===== src/rtl/bounce_gen.sv =====
// bounce_gen: pixel source for a 640x480 8-colour VGA generator.
// Draws a white one-pixel frame border and a coloured square ball on black.
// Once per frame (on tick, during vertical blanking) a three-state machine
// moves the ball one STEP per axis, reflects it off the screen edges and
// advances its colour on every bounce.
module bounce_gen #(
   parameter int SIZE   = 16,
   parameter int STEP   = 2,
   parameter int X_INIT = 100,
   parameter int Y_INIT = 50
) (
   input  logic       clk,
   input  logic       rst,
   input  logic [9:0] hpos,
   input  logic [9:0] vpos,
   input  logic       active,
   input  logic       tick,
   input  logic       pause,
   output logic [2:0] pixel,
   output logic [7:0] bounce_count
);

   // Furthest top-left position that keeps the whole ball on screen.
   localparam int X_LIM = 640 - SIZE;
   localparam int Y_LIM = 480 - SIZE;

   // Edge arithmetic is done at 11 bits so bx + SIZE never wraps.
   localparam logic [10:0] X_MAX11 = 11'(X_LIM);
   localparam logic [10:0] Y_MAX11 = 11'(Y_LIM);
   localparam logic [9:0]  X_MAX10 = 10'(X_LIM);
   localparam logic [9:0]  Y_MAX10 = 10'(Y_LIM);
   localparam logic [10:0] STEP11  = 11'(STEP);
   localparam logic [9:0]  STEP10  = 10'(STEP);
   localparam logic [10:0] SIZE11  = 11'(SIZE);
   localparam logic [9:0]  X_RST   = 10'(X_INIT);
   localparam logic [9:0]  Y_RST   = 10'(Y_INIT);

   localparam logic [1:0] S_WAIT  = 2'd0;
   localparam logic [1:0] S_UPD_X = 2'd1;
   localparam logic [1:0] S_UPD_Y = 2'd2;

   logic [1:0] state_q, state_d;
   logic [9:0] bx_q, bx_d;
   logic [9:0] by_q, by_d;
   logic       dx_q, dx_d;
   logic       dy_q, dy_d;
   logic [2:0] color_q, color_d;
   logic [7:0] bounce_count_q, bounce_count_d;
   logic       bounce;

   // State register.
   always_ff @(posedge clk or posedge rst) begin
      if (rst) begin
         state_q <= S_WAIT;
      end else begin
         state_q <= state_d;
      end
   end

   // Next-state logic: one X step then one Y step per accepted tick.
   always_comb begin
      state_d = state_q;
      case (state_q)
         S_WAIT:  if (tick && !pause) state_d = S_UPD_X;
         S_UPD_X: state_d = S_UPD_Y;
         S_UPD_Y: state_d = S_WAIT;
         default: state_d = S_WAIT;
      endcase
   end

   // Ball position, direction, colour and bounce counter registers.
   always_ff @(posedge clk or posedge rst) begin
      if (rst) begin
         bx_q           <= X_RST;
         by_q           <= Y_RST;
         dx_q           <= 1'b1;
         dy_q           <= 1'b1;
         color_q        <= 3'b001;
         bounce_count_q <= 8'd0;
      end else begin
         bx_q           <= bx_d;
         by_q           <= by_d;
         dx_q           <= dx_d;
         dy_q           <= dy_d;
         color_q        <= color_d;
         bounce_count_q <= bounce_count_d;
      end
   end

   // Move/reflect the ball on the axis selected by the state; a bounce
   // advances the colour (skipping black) and the bounce counter.
   always_comb begin
      bx_d           = bx_q;
      by_d           = by_q;
      dx_d           = dx_q;
      dy_d           = dy_q;
      color_d        = color_q;
      bounce_count_d = bounce_count_q;
      bounce         = 1'b0;
      case (state_q)
         S_UPD_X: begin
            if (dx_q) begin
               if ({1'b0, bx_q} + STEP11 >= X_MAX11) begin
                  bx_d   = X_MAX10;
                  dx_d   = 1'b0;
                  bounce = 1'b1;
               end else begin
                  bx_d = bx_q + STEP10;
               end
            end else begin
               if ({1'b0, bx_q} <= STEP11) begin
                  bx_d   = 10'd0;
                  dx_d   = 1'b1;
                  bounce = 1'b1;
               end else begin
                  bx_d = bx_q - STEP10;
               end
            end
         end
         S_UPD_Y: begin
            if (dy_q) begin
               if ({1'b0, by_q} + STEP11 >= Y_MAX11) begin
                  by_d   = Y_MAX10;
                  dy_d   = 1'b0;
                  bounce = 1'b1;
               end else begin
                  by_d = by_q + STEP10;
               end
            end else begin
               if ({1'b0, by_q} <= STEP11) begin
                  by_d   = 10'd0;
                  dy_d   = 1'b1;
                  bounce = 1'b1;
               end else begin
                  by_d = by_q - STEP10;
               end
            end
         end
         default: ;
      endcase
      if (bounce) begin
         color_d        = (color_q == 3'd7) ? 3'd1 : color_q + 3'd1;
         bounce_count_d = bounce_count_q + 8'd1;
      end
   end

   logic [10:0] hpos_w, vpos_w, bx_w, by_w;
   logic        in_ball, on_border;

   // Pixel colour: blanking, then ball (wins over border), then border.
   always_comb begin
      hpos_w    = {1'b0, hpos};
      vpos_w    = {1'b0, vpos};
      bx_w      = {1'b0, bx_q};
      by_w      = {1'b0, by_q};
      in_ball   = (hpos_w >= bx_w) && (hpos_w < bx_w + SIZE11) &&
                  (vpos_w >= by_w) && (vpos_w < by_w + SIZE11);
      on_border = (hpos == 10'd0) || (hpos == 10'd639) ||
                  (vpos == 10'd0) || (vpos == 10'd479);
      if (!active) begin
         pixel = 3'b000;
      end else if (in_ball) begin
         pixel = color_q;
      end else if (on_border) begin
         pixel = 3'b111;
      end else begin
         pixel = 3'b000;
      end
   end

   assign bounce_count = bounce_count_q;

endmodule

===== config.mk =====
export PLATFORM = sky130hd
export DESIGN_NAME = bounce_gen
export DESIGN_NICKNAME = d
export VERILOG_FILES = /design/src/rtl/bounce_gen.sv
export SDC_FILE = /design/constraint.sdc
export NUM_CORES = 1
export LEC_CHECK = 0
export ABC_CLOCK_PERIOD_IN_PS = 4000
export BUFFER_PORTS_ARGS = -buffer_cell sky130_fd_sc_hd__buf_2
export CORE_MARGIN = 2
export CORE_UTILIZATION = 60
export CTS_CLUSTER_SIZE = 28
export DETAILED_ROUTE_END_ITERATION = 16
export PLACE_DENSITY = 0.81
export SYNTH_ARGS = -nofsm -noshare
export SYNTH_HDL_FRONTEND = slang
export SYNTH_SLANG_ARGS = --single-unit

===== constraint.sdc =====
create_clock -name clk -period 4 [get_ports clk]
set_input_delay 0.8 -clock clk [delete_from_list [all_inputs] [get_ports clk]]
set_output_delay 0.8 -clock clk [all_outputs]
set_load 0.01 [all_outputs]

=== Word-level counts from Yosys, hierarchy flattened ===
Cells that the tools add are included.

* Mux-type cells: 23
* Add/subtract/negate cells: 10
* Reductions and logical operators: 11
* $lt $le $gt $ge: 8
* Equality and inequality tests: 6

{| class="wikitable"
|+ Operators with widths
! operator !! count
|-
| $mux W10 || 6
|-
| $add A10 B2 Y11 const B || 2
|-
| $add A10 B5 Y11 const B || 2
|-
| $lt A10 B11 Y1 || 2
|-
| $add A10 B2 Y10 const B || 2
|-
| $ge A10 B10 Y1 || 2
|-
| $le A10 B2 Y1 const B || 2
|-
| $logic_not A10 Y1 || 2
|-
| $sub A10 B2 Y10 const B || 2
|-
| $mux W3 || 4
|-
| $ge A11 B10 Y1 const B || 1
|-
| $ge A11 B9 Y1 const B || 1
|-
| $eq A10 B10 Y1 const B || 1
|-
| $eq A10 B9 Y1 const B || 1
|-
| $mux W1 || 10
|-
| $add A8 B1 Y8 const B || 1
|-
| $logic_and A1 B1 Y1 || 4
|-
| $pmux W2 S2 || 1
|-
| $add A3 B1 Y3 const B || 1
|-
| $eq A3 B3 Y1 const B || 1
|-
| $logic_or A1 B1 Y1 || 3
|-
| $eq A2 B1 Y1 const B || 1
|-
| $eq A2 B2 Y1 const B || 1
|-
| $logic_not A2 Y1 || 1
|-
| 4 further kinds || 4
|}

* Output and inout bits: 11
* Register bits after elaboration: 35
* Logic and storage cells: 65
* Input bits: 25

=== Depth between registers and ports, before layout ===
Gate-level depths: netlist of run 1.

* Word-level depth: 7
* Depth in mapped cells: 12
* Gate-level depth less buffers: 10

=== Least setup slack after synthesis of run 1 ===
Ideal clock, no wire load.

* Path kind: reg-to-output
* Start: register bx_q[5]
* End: output port pixel[0]
* Setup slack: 0.456 ns
* Arrival: 2.744 ns
* Data required time: 3.200 ns
* Buffers on the path: 1
* Cell stages (with the launch flop): 11
* Cells stage by stage: dfstp_2 inv_1 ha_1 inv_1 ha_1 a21o_1 a2111oi_0 a221oi_1 or4_1 clkbuf_1 mux2i_1

* Cells in the longest elaborated chain, start to end: 7
* Elaborated cells between the ends (all ways): 8
* Classes of those cells: add/sub (1); order compare (2); mux (2); reduce/logical (3)

{| class="wikitable"
|+ RTL lines
! item !! RTL line !! source
|-
| from (decl) || 43 || <nowiki>logic [9:0] bx_q, bx_d;</nowiki>
|-
| from (signal assigned) || 74 || <nowiki>bx_q <= X_RST;</nowiki>
|-
| from (signal assigned) || 81 || <nowiki>bx_q <= bx_d;</nowiki>
|-
| $add A10 B5 Y11 || 156 || <nowiki>in_ball = (hpos_w >= bx_w) && (hpos_w < bx_w + SIZE11) &&</nowiki>
|-
| $lt A10 B11 Y1 || 156 ||
|-
| $logic_and A1 B1 Y1 (*) (2 in series) || 156 ||
|-
| $logic_and A1 B1 Y1 (*) || 157 || <nowiki>(vpos_w >= by_w) && (vpos_w < by_w + SIZE11);</nowiki>
|-
| $mux W3 (*) || 162 || <nowiki>end else if (in_ball) begin</nowiki>
|-
| $mux W3 (*) || 160 || <nowiki>if (!active) begin</nowiki>
|-
| to (decl) || 19 || <nowiki>output logic [2:0] pixel,</nowiki>
|}

Every way passes the cells marked *; elsewhere a longest branch is shown, timed or not.

=== Worst setup path in the final report of run 1 ===
* Start: register by_q[4]
* End: output port pixel[0]

* Cells in the longest elaborated chain, start to end: 5
* Elaborated cells between the ends (all ways): 7
* Classes of those cells: add/sub (1); order compare (2); mux (2); reduce/logical (2)

{| class="wikitable"
|+ RTL lines
! item !! RTL line !! source
|-
| from (decl) || 44 || <nowiki>logic [9:0] by_q, by_d;</nowiki>
|-
| from (signal assigned) || 82 || <nowiki>by_q <= by_d;</nowiki>
|-
| $add A10 B5 Y11 or $ge A10 B10 Y1 (tied branches) || 157 ||
|-
| $lt A10 B11 Y1 or $logic_and A1 B1 Y1 (tied branches) || 157, 156 ||
|-
| $logic_and A1 B1 Y1 (*) || 157 ||
|-
| $mux W3 (*) || 162 ||
|-
| $mux W3 (*) || 160 ||
|}

Marks and branches as above.

==> impl_metrics.ini, run 1 <==
[pwr]
seq_power_share = 0.302
vdd_drop_max_mv = 0.371
p_int_w = 0.00123
power_frac_comb = 0.589
pwr_density_cell_nw_per_um2 = 621
p_clk_frac = 0.110
p_leak_nw = 1.75
switching_share = 0.484
p_sw_w = 0.00115

[worst_setup_path]
worstSetupPathType = reg2out
worst_ep_required_time_ns = 3.20
worstPathArrival_ns = 3.01
path_max_fanout = 8
endpoint_kind = output port
start_kind = flip-flop

[routing]
ant_nets = 0
first_pass_iters = 6
via_count = 3286
drt_wl_total_um = 8180
drc = 0
vias_per_cell = 6.37
avgRoutedWirePerCell_um = 15.9
drtIter0Drc = 306

[grt]
grt_max_degree = 34
overflow = 0
grt_pass1_wl_um = 13500
track_usage = 0.261
antenna_found_initial = 0
grt_pass1_vias = 3130

[cts]
numCtsBuffers = 5
cts_root_buf = clkbuf_8
cts_sinks = 33
tritoncts = built
htree_levels = 2
clkTransAtPathRegs_ns = 0.07
ctsHoldBuffers = 0
clock_latency_ns = 0.29
cts_buffer_depth = 2

[sta]
setup-violations-final = 0
relSlewSlack = 0.457
fin_crit_ns = 3.81
slew_violations = 0
setup_ws_ns = 0.186
period_share = 0.954
fin_skew_ns = 0.00850
rsz0062_at_grt = no
tns_ns = 0
hold_viol_final = 0
fmax_mhz = 262
worstMarginPinSlew_ns = 0.814

[finish]
final_cell_mix = 45 x ha_1, 35 x buf_2, 33 x nand2_1
drive_above_1_share = 0.182
stdcell_count = 516
final_common_cell = ha_1
final_nets = 516
fillers = 462
area_growth_pct = 10.4
antenna_cells = 0

[logic_synthesis]
synthFlopType = dfrtp_1
synth-seq-area-share = 0.242
synth_edf_count = 0
synthesis.area_um2 = 3460
synthesis.nets = 485
avgSynthCellArea_um2 = 8.39
ys_seq_elements = 33
synthDistinctLibCells = 73
synth-warning-count = 0
async_flop_share = 1.00
postSynthCellCount = 413

[floorplanning]
die-area_um2 = 6400
start_util = 0.625
fp.coreArea_um2 = 5540
die_h_um = 80.0
die_w_um = 80.0
io_pins = 36
rows = 27

[placed_design]
place.gp.congestion = 0.971
dp_hpwl_um = 6090
port_buffers = 35
numPlacedInstances = 504
pre_cts_ws_ns = 0.195

[status]
status = completed

[worst_hold_path]
hold_class = reg2reg

[flow_run]
drv_cap = 0
synthesized netlist by cell type, drive strengths merged (2+ instances only):
library cell	instances	area, um2
a211o	2	17.5
a211oi	3	27.5
a21o	4	30.0
a21oi	25	136
a221oi	4	52.6
a22o	2	17.5
a31oi	5	31.3
a32o	2	20.0
a32oi	2	25.0
and2	6	40.0
and3	5	31.3
and4	3	26.3
buf	9	61.3
clkbuf	10	37.5
dfrtp	24	601
dfstp	9	236
ha	47	588
inv	27	101
mux2	4	45.0
mux2i	8	80.1
nand2	34	130
nand2b	5	31.3
nand3	16	85.1
nand4	9	56.3
nor2	31	116
nor2b	5	31.3
nor3	9	56.3
nor3b	3	22.5
nor4	7	43.8
o2111ai	2	17.5
o211ai	6	45.0
o21a	3	22.5
o21ai	27	135
o221ai	2	17.5
o22ai	4	25.0
o32ai	2	17.5
or2	3	18.8
or3	4	25.0
or3b	2	17.5
or4	2	15.0
or4b	2	27.5
xnor2	12	105
xor2	6	52.6
state kept, by name, summed over array words and instances, names as in the netlist:
signal,flops
dx_q,1
color_q,3
state_q,2
bounce_count,8
dy_q,1
by_q,9
bx_q,9
area by class of cell:
class	instances	area, um2	share of cell area
inverter	27	101	0.0265
clock buffer	6	82.6	0.0216
clock inverter	1	7.51	0.00196
tap	72	90.1	0.0236
timing repair buffer	43	235	0.0615
sequential	33	838	0.219
multi-input combinational	334	2470	0.645
power by group through the flow:
stage	Clock, W	Sequential, W	Combinational (W)
floorplan	0	0.000612	0.00112
global placement	0	0.000700	0.00125
detailed placement	0	0.000709	0.00131
CTS	0.000266	0.000701	0.00134
global route	0.000281	0.000742	0.00157
finish	0.000261	0.000716	0.00140
per-stage QoR:
stage / total power, W / utilization / cell area (um2) / hold WS [ns]
final: 0.00237 / 0.690 / 3820 / 0.474
after CTS: 0.00231 / 0.680 / 3760 / 0.475
after floorplan: 0.00173 / - / 3460 / 0.473
after detailed placement: 0.00201 / 0.659 / 3650 / 0.459
after global routing: 0.00259 / 0.690 / 3820 / 0.479
after global placement: 0.00195 / 0.659 / 3650 / 0.455
metal layers:
metal  part of all wire  track usage  up-vias
li1                   -            -     1590
met1               0.46        0.352     1538
met2               0.45        0.418      142
met3              0.070       0.0396       16
met4              0.013        0.105        0
met5                  0            0        -
kinds of logic (layout without fill, tap and decap cells):
group	after synthesis	in the layout	share of synthesized area
AND/OR/NAND/NOR	148	148	0.229
AO/OA/AOI/OAI	109	109	0.220
adder cells (fa/ha/maj)	47	47	0.170
buffers and inverters	46	77	0.0578
flip-flops	33	33	0.242
XOR/XNOR	18	18	0.0455
multiplexers	12	12	0.0361
critical path, cell delays in order, from the launching register on:
cell	delay [ns]
dfstp_2	0.63
inv_1	0.11
ha_1	0.29
inv_1	0.04
ha_1	0.28
a21o_1	0.19
a221oi_2	0.23
o2bb2ai_1	0.12
or4_4	0.52
mux2i_1	0.17
buf_2	0.15
worst paths after layout:
check / from / endpoint / slack [ns] / cells after the start
max: by_q[4] / pixel[0] / 0.19 / 10
min: bounce_count[7] / bounce_count[7] / 0.47 / 1
max reg2reg: bx_q[2] / bounce_count[1] / 0.87 / 7
min reg2reg: bounce_count[7] / bounce_count[7] / 0.47 / 1
max in group asynchronous: rst / by_q[1] / 3.05 / 3
min in group asynchronous: rst / bx_q[3] / 0.60 / 3
what timing repair did:
action	in CTS	in global routing
cloned	0	0
endpoints found under the setup margin	3	3
setup buffers	2	3
resized for setup	3	7
pin swaps	1	3
Note: power is estimated with default switching activity, not from simulation.
==> inputs of run 2 (changes only) <==
--- a/config.mk
+++ b/config.mk
@@ -7,11 +7,12 @@
 export LEC_CHECK = 0
 export ABC_CLOCK_PERIOD_IN_PS = 4000
 export BUFFER_PORTS_ARGS = -buffer_cell sky130_fd_sc_hd__buf_2
-export CORE_MARGIN = 2
+export CORE_MARGIN = 4
 export CORE_UTILIZATION = 60
 export CTS_CLUSTER_SIZE = 28
 export DETAILED_ROUTE_END_ITERATION = 16
 export PLACE_DENSITY = 0.81
+export REMOVE_ABC_BUFFERS = 1
 export SYNTH_ARGS = -nofsm -noshare
 export SYNTH_HDL_FRONTEND = slang
 export SYNTH_SLANG_ARGS = --single-unit
==> impl_metrics.ini, run 2 (synthesized netlist as in run 1, its figures left out) <==
[status]
status = completed

[grt]
antenna_found_initial = 0
overflow = 0
grt_pass1_vias = 3029
grt_max_degree = 34
grt_pass1_wl_um = 14100
track_usage = 0.236

[pwr]
vdd_drop_max_mv = 0.373
pwr_density_cell_nw_per_um2 = 636
p_leak_nw = 1.75

[finish]
final_nets = 513
fin_area_um2 = 3820
area_growth_pct = 10.3
final_cell_mix = 46 x ha_1, 35 x buf_2, 33 x nand2_1
final_common_cell = ha_1
antenna_cells = 0
drive_above_1_share = 0.179

[worst_setup_path]
start_kind = flip-flop
endpoint_kind = output port
path_max_fanout = 8
critPathSlowestCell = dfstp_2
worst_ep_required_time_ns = 3.20
critPathMaxStageDelay_ns = 0.60
critPathBufInv = 3
worstSetupPathType = reg2out
crit_chain = inv_2, ha_1, inv_1, ha_1, a21o_1, a2111oi_4, a221oi_1, or4_4, mux2i_1, buf_2
crit_family = compound AO/OA/AOI/OAI gates
r2r_setup_slack_ns = 0.97
worstPathArrival_ns = 3.04
path_common_cell = ha_1

[floorplanning]
start_util = 0.625
die_h_um = 84.0
die-area_um2 = 7050
die_w_um = 84.0
rows = 27
fp.coreArea_um2 = 5540
io_pins = 36

[cts]
htree_levels = 2
tritoncts = built
clock_latency_ns = 0.29
cts_root_buf = clkbuf_8
ctsHoldBuffers = 0
cts_buffer_depth = 2
cts_sinks = 33
numCtsBuffers = 5
clkTransAtPathRegs_ns = 0.07

[routing]
first_pass_iters = 6
drc = 0
drt_wl_total_um = 8380
avgRoutedWirePerCell_um = 16.3
vias_per_cell = 6.57
drtIter0Drc = 380
via_count = 3376
ant_nets = 0

[sta]
fin_crit_ns = 3.84
slew_violations = 0
fin_skew_ns = 0.00282
period_share = 0.961
hold_viol_final = 0
setup_ws_ns = 0.157
fmax_mhz = 260
worstMarginPinSlew_ns = 0.771
relSlewSlack = 0.486
setup-violations-final = 0

[placed_design]
port_buffers = 35
dp_hpwl_um = 6360
post_dp_cell_area_um2 = 3650
pre_cts_ws_ns = 0.247
place.gp.congestion = 0.936

[worst_hold_path]
hold_class = reg2reg

[flow_run]
drv_cap = 0
## run 2: path summary, 6_finish.rpt
| path | end | depth (start not counted) | start |
|---|---|---|---|
| max | pixel[2] | 10 | bx_q[5] |
| min | bounce_count[7] | 1 | bounce_count[7] |
| max reg2reg | bounce_count[1] | 7 | bx_q[2] |
| min reg2reg | bounce_count[7] | 1 | bounce_count[7] |
| max in group asynchronous | dy_q | 3 | rst |
| min in group asynchronous | bounce_count[6] | 3 | rst |
## run 2: cell type report
| cell class | instances | area, um2 |
|---|---|---|
| timing repair buffer | 40 | 213 |
| clock inverter | 2 | 37.5 |
| fill | 469 | 1720 |
| clock buffer | 6 | 82.6 |
| multi-input combinational | 334 | 2460 |
| inverter | 27 | 101 |
| tap | 72 | 90.1 |
| sequential | 33 | 838 |
## run 2: stage by stage
| stage | hold slack [ns] | cells | util | setup TNS [ns] | total power [W] |
|---|---|---|---|---|---|
| 6_report | 0.472 | 514 | 0.689 | 0 | 0.00243 |
| 5_1_grt | 0.499 | 514 | 0.689 | -0.000526 | 0.00264 |
| 4_1_cts | 0.475 | 512 | 0.682 | 0 | 0.00236 |
| 3_5_place_dp | 0.456 | 504 | 0.659 | 0 | 0.00201 |
| 3_3_place_gp | 0.456 | 504 | 0.659 | 0 | 0.00196 |
| 2_1_floorplan | 0.475 | 394 | - | 0 | 0.00165 |
## run 2: power by group
part,switching (W),internal (W)
combinational,0.000786,0.000586
sequential,0.000234,0.000486
clock,0.000135,0.000203
## run 2: timing repair
| item | in CTS | in global routing |
|---|---|---|
| cloned | 0 | 0 |
| resized for setup | 1 | 8 |
| endpoints found under the hold margin | 0 | 0 |
| endpoints found under the setup margin | 3 | 3 |
| setup buffers | 0 | 2 |
| pin swaps | 0 | 2 |
## run 2: worst reg2reg max path: stages (launching register included)
cell	delay, ns
dfstp_2	0.59
ha_1	0.19
and2_1	0.31
nand2_2	0.16
o311ai_1	0.51
nand2_1	0.15
a32oi_2	0.62
mux2_1	0.38
## run 2: layer usage
| metal | global-route usage | share of wire |
|---|---|---|
| met5 | 0 | 0 |
| met4 | 0.0643 | 0.014 |
| met3 | 0.0484 | 0.091 |
| met2 | 0.362 | 0.44 |
| met1 | 0.338 | 0.46 |
==> inputs of run 3 (changes only) <==
--- a/config.mk
+++ b/config.mk
@@ -6,12 +6,12 @@
 export NUM_CORES = 1
 export LEC_CHECK = 0
 export ABC_CLOCK_PERIOD_IN_PS = 4000
-export BUFFER_PORTS_ARGS = -buffer_cell sky130_fd_sc_hd__buf_2
 export CORE_MARGIN = 4
-export CORE_UTILIZATION = 60
+export CORE_UTILIZATION = 61
 export CTS_CLUSTER_SIZE = 28
 export DETAILED_ROUTE_END_ITERATION = 16
-export PLACE_DENSITY = 0.81
+export DONT_BUFFER_PORTS = 1
+export PLACE_DENSITY_LB_ADDON = 0.3
 export REMOVE_ABC_BUFFERS = 1
 export SYNTH_ARGS = -nofsm -noshare
 export SYNTH_HDL_FRONTEND = slang
==> impl_metrics.ini, run 3 (synthesized netlist as in run 1, its figures left out) <==
[status]
status = completed

[pwr]
p_leak_nw = 1.59
vdd_drop_max_mv = 0.366
finalPower_w = 0.00241
pwr_density_cell_nw_per_um2 = 657

[worst_setup_path]
worstPathArrival_ns = 3.08
endpoint_kind = output port
worstReg2RegStart = bx_q[2]
path_max_fanout = 7
start_kind = flip-flop
worstSetupStartpoint = bx_q[5]
r2r_setup_slack_ns = 0.97
regToRegEndpoint = color_q[2]
worst_ep_required_time_ns = 3.20
rr_worst_depth = 7
worstSetupPathType = reg2out

[floorplanning]
start_util = 0.629
die_w_um = 83.4
die_h_um = 83.4
fp.coreArea_um2 = 5510
die-area_um2 = 6950
rows = 27
io_pins = 36

[cts]
htree_levels = 2
cts_sinks = 33
numCtsBuffers = 5
clkTransAtPathRegs_ns = 0.07
cts_buffer_depth = 2
ctsHoldBuffers = 0
cts_root_buf = clkbuf_8
tritoncts = built
clock_latency_ns = 0.29

[grt]
overflow = 0
antenna_found_initial = 0
grt_max_degree = 28
grt_pass1_wl_um = 13800
track_usage = 0.239
grt_pass1_vias = 2904

[routing]
drc = 0
drt_wl_total_um = 8410
first_pass_iters = 6
drtIter0Drc = 358
drt-met1-wl_um = 3990
wl_met2_um = 3770
highest_layer = met4
via_count = 3135
route.met3.wl_um = 537
vias_per_cell = 6.54
ant_nets = 0
avgRoutedWirePerCell_um = 17.5

[finish]
final_cell_mix = 46 x ha_1, 33 x nand2_1, 31 x nor2_1
final_nets = 478
antenna_cells = 0
fin_area_um2 = 3670
final_common_cell = ha_1
drive_above_1_share = 0.106
final_util = 0.667
area_growth_pct = 6.11

[sta]
fin_skew_ns = 0.00500
tns_ns = 0
fmax_mhz = 258
period_share = 0.970
slew_violations = 0
fin_crit_ns = 3.88
setup-violations-final = 0
worstMarginPinSlew_ns = 1.02
relSlewSlack = 0.321
hold_viol_final = 0

[worst_hold_path]
min_to = color_q[0]
worstHoldPathCells = 1
min-delay-start = color_q[0]
hold_class = reg2reg

[placed_design]
port_buffers = 0
place.gp.congestion = 0.950
dp_hpwl_um = 6300
post_dp_cell_area_um2 = 3470

[flow_run]
drv_cap = 0
==> run 3: changes by cell type in the layout (fill, tap and decap cells not counted), moves of 2 or more <==
cell / previous run / this run
buf_2: 35 / 0
mux2i_1: 8 / 5
mux2i_4: 0 / 3
inv_1: 24 / 26
inv_2: 3 / 1
==> run 3: stage by stage <==
step	instances	setup WS [ns]	hold WS [ns]
global placement	468	0.322	0.490
floorplan	394	0.483	0.475
global route	479	-0.0294	0.528
detailed placement	468	0.158	0.500
CTS	476	0.00282	0.510
finish	479	0.119	0.517
==> run 3: worst max path at each step <==
| stage | to | slack (ns) |
|---|---|---|
| global route | pixel[0] | -0.03 |
| floorplan | pixel[0] | 0.48 |
| finish | pixel[0] | 0.12 |
| detailed placement | pixel[0] | 0.16 |
| global placement | pixel[0] | 0.32 |
| CTS | pixel[0] | 0.003 |
==> run 3: worst max-delay path: stages (launching register included) <==
cell and delay [ns]:
dfstp_2 0.60, inv_1 0.11, ha_1 0.29, inv_1 0.04, ha_1 0.28, a21o_1 0.19
a2111oi_2 0.36, a221oi_1 0.14, or4_4 0.53, mux2i_4 0.24
==> run 3: what timing repair did <==
action,in CTS,in global routing
resized for setup,3,9
endpoints found under the setup margin,3,3
pin swaps,0,1
buffers inserted,0,3
==> run 3: power by group <==
group	internal, W	switching [W]
clock network	0.000203	0.000127
registers	0.000485	0.000249
logic	0.000577	0.000771
==> run 3: layout make-up <==
| type | count | area [um2] |
|---|---|---|
| Fill cell | 461 | 1830 |
| Clock inverter | 1 | 30.0 |
| Timing Repair Buffer | 5 | 37.5 |
| Tap cell | 72 | 90.1 |
| Multi-Input combinational cell | 334 | 2490 |
| Sequential cell | 33 | 837 |
| Inverter | 27 | 101 |
| Clock buffer | 7 | 86.3 |
==> run 3: metal layers <==
metal	up-vias	track usage
met5	-	0
met3	16	0.0427
met1	1477	0.356
met4	0	0.0505
li1	1520	-
met2	122	0.360
